$ cat src/rtl/imem_responder_pkg.sv
// Shared constants for the instruction-memory responder: FSM state encoding,
// default sizing, error-cause bit positions and a small address helper.
package imem_responder_pkg;

  // Default sizing of the responder
  localparam int DEFAULT_MEM_DEPTH = 256;
  localparam int DEFAULT_LATENCY   = 2;

  // Latency counter width; holds LATENCY-1 for LATENCY up to 15
  localparam int CNT_W = 4;

  // FSM state encoding (kept as plain constants for legacy compatibility)
  localparam logic [1:0] ST_IDLE = 2'd0;
  localparam logic [1:0] ST_READ = 2'd1;
  localparam logic [1:0] ST_RESP = 2'd2;

  // Error causes, one sticky bit each; errOut is their OR
  localparam int ERR_W          = 2;
  localparam int ERR_ADDR_RANGE = 0;  // request address above the store
  localparam int ERR_OVERRUN    = 1;  // request arrived with pending slot full

  typedef logic [ERR_W-1:0] errCause_t;

  // True when no address bit above the store index is set
  function automatic logic addrInRange(input logic [31:0] addr, input int idxW);
    return (addr >> idxW) == 32'd0;
  endfunction

endpackage

$ cat src/rtl/imem_byte_ram.sv
// Byte-wide instruction store: one write port and one registered read port.
// A write and a read to the same index on the same edge return the new byte.
// Contents are never cleared, so there is deliberately no reset here.
module imem_byte_ram #(
  parameter int DEPTH = 256,
  parameter int AW    = 8
) (
  input  logic          clk,
  input  logic          wrEn,
  input  logic [AW-1:0] wrAddr,
  input  logic [7:0]    wrData,
  input  logic          rdEn,
  input  logic [AW-1:0] rdAddr,
  output logic [7:0]    rdData
);

  logic [7:0] mem [DEPTH];

  // Write port plus registered, write-first read port
  always_ff @(posedge clk) begin
    if (wrEn) begin
      mem[wrAddr] <= wrData;
    end
    if (rdEn) begin
      rdData <= (wrEn && (wrAddr == rdAddr)) ? wrData : mem[rdAddr];
    end
  end

endmodule

$ cat src/rtl/imem_responder.sv
// Instruction-memory responder. A two-phase request on triggerIn is
// synchronized, detected as a level change, and served by a small
// IDLE/READ/RESP machine that reads one byte from the preloadable store
// after a programmable latency and answers with a two-phase ackOut.
// One extra request may queue while busy; a further one is dropped and
// flagged on the sticky errOut, as is any out-of-range request address.
module imem_responder
  import imem_responder_pkg::*;
#(
  parameter int MEM_DEPTH = DEFAULT_MEM_DEPTH,  // power of two, 16..4096
  parameter int LATENCY   = DEFAULT_LATENCY     // 1..15
) (
  input  logic        clk,
  input  logic        rstN,
  input  logic        triggerIn,
  input  logic [31:0] addrIn,
  output logic [7:0]  dataOut,
  output logic        readyOut,
  output logic        ackOut,
  input  logic        loadEn,
  input  logic [31:0] loadAddr,
  input  logic [7:0]  loadData,
  output logic        errOut
);

  localparam int             IDX_W    = $clog2(MEM_DEPTH);
  localparam logic [CNT_W-1:0] CNT_INIT = CNT_W'(LATENCY - 1);

  // Request edge detection
  logic [1:0] syncReg;
  logic       edgeReg;
  logic       detect;

  // Control and datapath state
  logic [1:0]       stateReg;
  logic [CNT_W-1:0] cntReg;
  logic [IDX_W-1:0] idxReg;
  logic             oorReg;      // captured address was out of range
  logic             zeroOutReg;  // force dataOut to zero (reset / out of range)
  logic             readyReg;
  logic             ackReg;
  logic             pendingReg;
  errCause_t        errCauseReg;

  // Store interface
  logic       reqInRange;
  logic       loadInRange;
  logic       ramWrEn;
  logic       ramRdEn;
  logic [7:0] ramRdData;

  assign reqInRange  = addrInRange(addrIn, IDX_W);
  assign loadInRange = addrInRange(loadAddr, IDX_W);

  // Two-flop synchronizer on triggerIn plus a registered copy for edge detect
  always_ff @(posedge clk or negedge rstN) begin
    if (!rstN) begin
      syncReg <= 2'b00;
      edgeReg <= 1'b0;
    end else begin
      syncReg <= {syncReg[0], triggerIn};
      edgeReg <= syncReg[1];
    end
  end

  // Every level change of the synchronized trigger is one request
  assign detect = syncReg[1] ^ edgeReg;

  // Out-of-range preloads are silently ignored
  assign ramWrEn = loadEn && loadInRange;

  // The store is read on the final READ cycle; skipped for out-of-range requests
  assign ramRdEn = (stateReg == ST_READ) && (cntReg == '0) && !oorReg;

  // Request FSM: capture, count down latency, respond; one-deep pending slot
  always_ff @(posedge clk or negedge rstN) begin
    if (!rstN) begin
      stateReg    <= ST_IDLE;
      cntReg      <= '0;
      idxReg      <= '0;
      oorReg      <= 1'b0;
      zeroOutReg  <= 1'b1;
      readyReg    <= 1'b1;
      ackReg      <= 1'b0;
      pendingReg  <= 1'b0;
      errCauseReg <= '0;
    end else begin
      case (stateReg)
        ST_IDLE: begin
          // A fresh detect or a queued request starts a read with the
          // address present now; if both occur, the new one stays queued.
          if (detect || pendingReg) begin
            idxReg     <= addrIn[IDX_W-1:0];
            oorReg     <= !reqInRange;
            readyReg   <= 1'b0;
            cntReg     <= CNT_INIT;
            stateReg   <= ST_READ;
            pendingReg <= detect && pendingReg;
            if (!reqInRange) begin
              errCauseReg[ERR_ADDR_RANGE] <= 1'b1;
            end
          end
        end

        ST_READ: begin
          if (cntReg == '0) begin
            // Store output register takes the byte on this same edge
            zeroOutReg <= oorReg;
            stateReg   <= ST_RESP;
          end else begin
            cntReg <= cntReg - 1'b1;
          end
          if (detect) begin
            if (pendingReg) begin
              errCauseReg[ERR_OVERRUN] <= 1'b1;
            end else begin
              pendingReg <= 1'b1;
            end
          end
        end

        ST_RESP: begin
          readyReg <= 1'b1;
          ackReg   <= ~ackReg;
          stateReg <= ST_IDLE;
          if (detect) begin
            if (pendingReg) begin
              errCauseReg[ERR_OVERRUN] <= 1'b1;
            end else begin
              pendingReg <= 1'b1;
            end
          end
        end

        default: begin
          stateReg <= ST_IDLE;
        end
      endcase
    end
  end

  imem_byte_ram #(
    .DEPTH (MEM_DEPTH),
    .AW    (IDX_W)
  ) uRam (
    .clk    (clk),
    .wrEn   (ramWrEn),
    .wrAddr (loadAddr[IDX_W-1:0]),
    .wrData (loadData),
    .rdEn   (ramRdEn),
    .rdAddr (idxReg),
    .rdData (ramRdData)
  );

  assign dataOut  = zeroOutReg ? 8'h00 : ramRdData;
  assign readyOut = readyReg;
  assign ackOut   = ackReg;
  assign errOut   = |errCauseReg;

endmodule

$ cat config.mk
export PLATFORM = sky130hd
export DESIGN_NAME = imem_responder
export DESIGN_NICKNAME = d
export VERILOG_FILES = /design/src/rtl/imem_responder_pkg.sv /design/src/rtl/imem_byte_ram.sv /design/src/rtl/imem_responder.sv
export SDC_FILE = /design/constraint.sdc
export NUM_CORES = 2
export LEC_CHECK = 0
export CORE_ASPECT_RATIO = 1.2
export CORE_MARGIN = 2
export CORE_UTILIZATION = 40
export CTS_CLUSTER_SIZE = 24
export DETAILED_ROUTE_END_ITERATION = 8
export HOLD_SLACK_MARGIN = 0.06
export SETUP_SLACK_MARGIN = 0.4
export SYNTH_ARGS = -nofsm -noshare
export SYNTH_HDL_FRONTEND = slang
export SYNTH_SLANG_ARGS = --single-unit
$ cat constraint.sdc
create_clock -name clk -period 7.6 [get_ports clk]
set_clock_uncertainty 0.05 [all_clocks]
set_input_delay 2.28 -clock clk [delete_from_list [all_inputs] [get_ports clk]]
set_output_delay 2.28 -clock clk [all_outputs]
set_load 0.02 [all_outputs]
# Word-level counts from Yosys, hierarchy flattened
# Memories as Yosys holds them, arrays and structs flattened. A register that Yosys moved wholly into a read port is not among the register bits.
# Cells that the tools add are included.
# word_totals
regBits	24
ram_bits	2048
inputBits	76
out_inout_bits	11
elab_cells	61
n_memories	1
# mem_list
memory	depth	width	rd	rd_ports_with_merged_regs	write_ports	line_no	rtl
uRam.mem	256	8	1	1	1	imem_byte_ram.sv:17	logic [7:0] mem [DEPTH];
# op_classes
add_sub_neg	1
eq_ne	6
n_mux	14
bitwise_logic	3
n_reduce_logical	24
# ops
cell	count
logical NOT 32 bit	2
AND reduction 3 bit	4
2-to-1 mux 4 bit	2
2-to-1 mux 8 bit	1
one-hot mux 4 bit (2 select lines)	1
AND reduction 2 bit	4
nonzero test 2 bit	3
2-to-1 mux 1 bit	5
logical AND 1 bit	4
logical NOT 4 bit	1
2-to-1 mux 2 bit	2
!= test 2 x 1 -> 1 bit, second input constant	2
!= test 2 bit, second input constant	2
one-hot mux 1 bit (2 select lines)	2
one-hot mux 2 bit (2 select lines)	1
OR reduction 2 bit	2
subtractor 4 x 1 -> 4 bit, second input constant	1
equality test 2 x 1 -> 1 bit, second input constant	1
equality test 2 bit, second input constant	1
logical NOT 1 bit	2
logical NOT 2 bit	1
NOT 1 bit	2
logical OR 1 bit	1
bitwise XOR 1 bit	1

# Depth between registers and ports, before layout
# logic_depth
ltp_word	4
ltp_mapped	12
depth_no_buf	7

# Cells and area by module
# Synthesis repeated with hierarchy kept, for this count alone.
# unflattened
cells_unflattened	4118
hier_area_um2	81105.3
# by_module_without_submodules
mod	n_inst	cells_per_inst	area_per_inst_um2	seq_area_each_um2
imem_byte_ram	1	4007	79832.8	61739.2
imem_responder	1	111	1272.5	603.1

# Least setup slack after synthesis
# No wires, ideal clock.
# synth_path
path_kind	input to register
from	input port loadAddr[9]
to	memory uRam.mem[222][0] (enable)
setup_ps	370
arrival_ps	4071
required_time_ps	7180
setup_slack_ps	3109
stages	7
path_buffers	1
path_cell_list	nor4b_1 nand4_1 or3_1 nor2_1 nand3_1 clkbuf_1 nor2_1
# synth_between
elab_chain_len	4
# synth_lines
element	line_no	rtl
start: declaration	imem_responder.sv:21	input logic [31:0] loadAddr,
logical NOT 32 bit	imem_responder_pkg.sv:26	return (addr >> idxW) == 32'd0;
logical AND 1 bit	imem_responder.sv:70	assign ramWrEn = loadEn && loadInRange;
2-to-1 mux 1 bit	imem_byte_ram.sv:21	if (wrEn) begin
2-to-1 mux 1 bit (implied by the code)	imem_byte_ram.sv:22	mem[wrAddr] <= wrData;
end: declaration	imem_byte_ram.sv:17	
# No other way between the ends.

# Worst setup path in the final report
# layout_path
from	input port loadAddr[9]
to	memory uRam.mem[211][2] (enable)
# The elaborated chain is that of the path after synthesis.

==> results.txt <==
total global routing overflow: 0
area of the die: 0.206 mm²
global placer's final weighted congestion: 0.900
class of the most critical hold timing path: reg -> reg
depth of the worst hold-timing path: 0
Tcrit/Tclk final: 70.2%
CTS Buffer Depth: 3
# H-tree levels: 4
DRT antenna net count: 0
post-detailed-route DRC marker count: 0
endpoint type of the worst setup path: flip-flop
unrepaired setup endpoints after global routing: false
warning count from the yosys run: 0
Global Route Usage Sum: 20.1%
final max-slew violation count: 0
proportion of netlist area held by the largest area contributor: 76.1%
worst-case register-to-register setup slack: 2.61 ns
Sequential cell area: 0.0624 mm²
outcome: complete, no violations
worst vdd ir: 0.221 mV
Post-CTS Setup Bufs: 0
Fmax: 187 MHz
wire length of the first global-routing pass: 300 mm
end of the worst register-to-register path: uRam.rdData[0]
Critical Path AT: 5.73 ns
count of vias placed by the detailed router: 40500
WS Path Type: in -> reg
die extent in y: 497 µm
Max-slew headroom: 24.0%
cell repeated most along the worst path: nor2_1
maximum fanout along the worst path: 9
Least-Margin Pin Slew: 1.13 ns
crit path buf inv count: 2
overall routed net length: 209 mm
Die X-Extent: 415 µm
fraction of registers with async set or reset after synthesis: 1.15%
worst-skew pair later-pin latency: 0.84 ns
number of antenna violations at the first check in global routing: 4
flops & latches, synth: 2080
synthesized net count: 4149
Worst Path Required: 7.99 ns
boundary pin count: 87
pin count of the biggest net entering global routing: 160
Area Overhead vs Synth: 12.5%
total power divided by cell area: 343 mW/mm²
Detail Placement HPWL: 128 mm
cts-stage hold buffer count: 0
largest cells by area after synthesis: edfxtp_1, mux4_2, mux2i_1
Post-Synthesis Mean Instance Area: 19.9 µm²
post-DR vias/cell: 5.78
# Max-Cap Violations: 0
number of enable-type register cells in the synthesized netlist: 2056
First-pass DRT Iterations: 6
worst stage delay on the critical path: 0.64 ns
Startpoint Class: primary input
effective utilization at floorplan: 40.1%
number of clock sinks seen by CTS: 2080
FILL cells: 16800
multi-input combinational cell area: 0.0175 mm²
Min-Delay Endpoint: syncReg[1]
cell area after synthesis: 0.0811 mm²
TritonCTS clock tree: done
Top delay family on crit path: simple AND/OR/NAND/NOR gates
Reg2Reg Launch Point: idxReg[0]
most frequently used flop master after synthesis: edfxtp_1
number of global-route vias before repair: 40900
CTS clock-pin slew for the worst setup and hold paths: 0.06 ns
proportion of layout cells with a drive suffix above 1: 19.3%
number of gates resized after cts: 0
logic depth of the worst register-to-register path: 9
count of mapped cells out of synthesis: 4068
Setup-failing EPs final: 0
final critical delay including setup and external delays: 5.34 ns
number of DRC markers in iteration 0: 4967
crit path cell chain: clkdlybuf4s50_1 > nor4b_1 > nand4_1 > nor2_1 > nand2_1 > nor2_1 > nand2_1 > buf_4 > nor2_1
library cell occupying the most area in the post-synthesis netlist: edfxtp_1
proportion of synthesized chip area in sequential cells: 76.9%
post-synthesis cell type count: 57
worst-path cell with the longest stage delay: nor2_1
setup TNS after final layout: 0 ns
Final Hold Violating Endpoints: 0
Post-layout nets: 4273
total power of the final layout: 0.0313 W
Num CTS Buffers: 189
Hold Crit Start: syncReg[0]
Avg WL per Cell: 29.9 µm
clock tree root driver cell: clkbuf_16
number of rows created at floorplan: 181
quantity of I/O buffers inserted on ports: 86
Leak Pwr: 28.3 nW
standard cell core area: 0.202 mm²
through the flow:
step                area [µm²]  instances  worst slack (ns)  hold slack [ns]  utilization (%)
floorplan                81100       4068              3.11            0.281                -
global placement         85000       6654              1.47            0.284             42.0
detailed placement       85000       6654              1.47            0.285             42.0
CTS                      91200       7008              2.35            0.298             45.1
global route             91200       7009              2.10            0.318             45.1
finish                   91300       7010              2.26            0.297             45.1
cell families (layout without fill, tap and decap cells):
family / Yosys count / after routing / share of synthesized area (%)
flops: 2080 / 2080 / 76.9
mux: 687 / 687 / 14.3
simple gates: 600 / 600 / 3.33
compound gates: 432 / 432 / 3.72
buf+inv: 254 / 541 / 1.60
xor+xnor: 10 / 10 / 0.108
fa+ha+maj: 5 / 5 / 0.0771
other cells: 0 / 2 / 0
layer usage:
metal / up-vias / global-route usage (%) / wire, µm / share of wire, %
met5: - / 0 / 0 / 0
met4: 0 / 7.31 / 7740 / 3.7
met3: 361 / 3.16 / 13600 / 6.5
met2: 1704 / 33.5 / 104000 / 50
met1: 21400 / 26.7 / 83600 / 40
li1: 17000 / - / - / -
worst register-to-register path, stage by stage, from the launching register on:
cell	delay [ns]
dfrtp_4	0.90
buf_12	0.50
buf_4	0.66
mux4_2	0.62
and2_1	0.19
o41ai_1	0.39
a21oi_1	0.17
nor4_2	0.63
nor2_1	0.09
o32a_1	0.50
placed cells by master (no fill, tap or decap), drive strengths merged, types with 5 or more instances in the layout:
master         instances
edfxtp              2056
mux4                 371
nor2                 327
mux2i                250
clkbuf               231
buf                   98
a22oi                 95
nand2                 90
clkinv                86
o22ai                 78
clkdlybuf4s50         78
mux2                  66
o21ai                 64
a221oi                58
nor3                  45
a21oi                 43
nor2b                 27
nor4                  27
o221ai                23
bufinv                23
dfrtp                 22
and2                  18
nand4                 17
a211oi                17
inv                   16
a31oi                 14
o41ai                 14
nand3                 13
xor2                  10
clkinvlp               9
or4                    8
nand2b                 8
and3                   7
nor3b                  7
o32a                   7
ha                     5
synth_stat cells (all sizes together) (2+ instances only):
cell type     n
dfstp         2
a211oi       17
inv           9
a221oi       58
nand2        90
o32a          7
nor3         45
o41ai        14
nand3        13
nand4        17
o22ai        78
mux2         66
o21ai        64
a311oi        2
a22oi        95
xor2         10
or2           4
nor4         27
a2111oi       4
nor3b         7
ha            5
and2         18
or4           8
nor2        327
a311o         3
and3          7
buf         109
a21oi        43
a31oi        14
dfrtp        22
o221ai       23
nor2b        27
mux2i       250
mux4        371
nand2b        8
clkbuf      135
a22o          4
edfxtp     2056
power breakdown:
group	internal, W	switching, W
Clock	0.00548	0.00419
Combinational	0.00338	0.00534
Sequential	0.0127	0.000188
Total	0.0215	0.00971
cell type report:
| cell class | instances | share of cell area (%) |
|---|---|---|
| antenna | 2 | 0.00548 |
| clock buffer | 230 | 5.47 |
| clock inverter | 124 | 1.42 |
| inverter | 10 | 0.0411 |
| multi-input combinational | 1734 | 19.2 |
| sequential | 2080 | 68.3 |
| tap | 2653 | 3.64 |
| timing repair buffer | 177 | 1.89 |
sequential cells by signal, summed over array words and instances (netlist names), 2 cells and up:
signal,count
idxReg,8
stateReg,2
errCauseReg,2
uRam.rdData,8
cntReg,4
syncReg,2
uRam.mem,2048
how the worst max path moves through the flow:
stage,startpoint,endpoint,slack (ns),cells after the start
CTS,loadAddr[9],uRam.mem[211][2],2.35,9
floorplan,loadAddr[9],uRam.mem[222][0],3.11,7
global route,loadAddr[25],uRam.mem[165][5],2.10,9
detailed placement,loadAddr[9],uRam.mem[13][1],1.47,9
finish,loadAddr[9],uRam.mem[211][2],2.26,9
global placement,loadAddr[12],uRam.mem[165][2],1.47,9
Power figures use the tool's default switching activity.
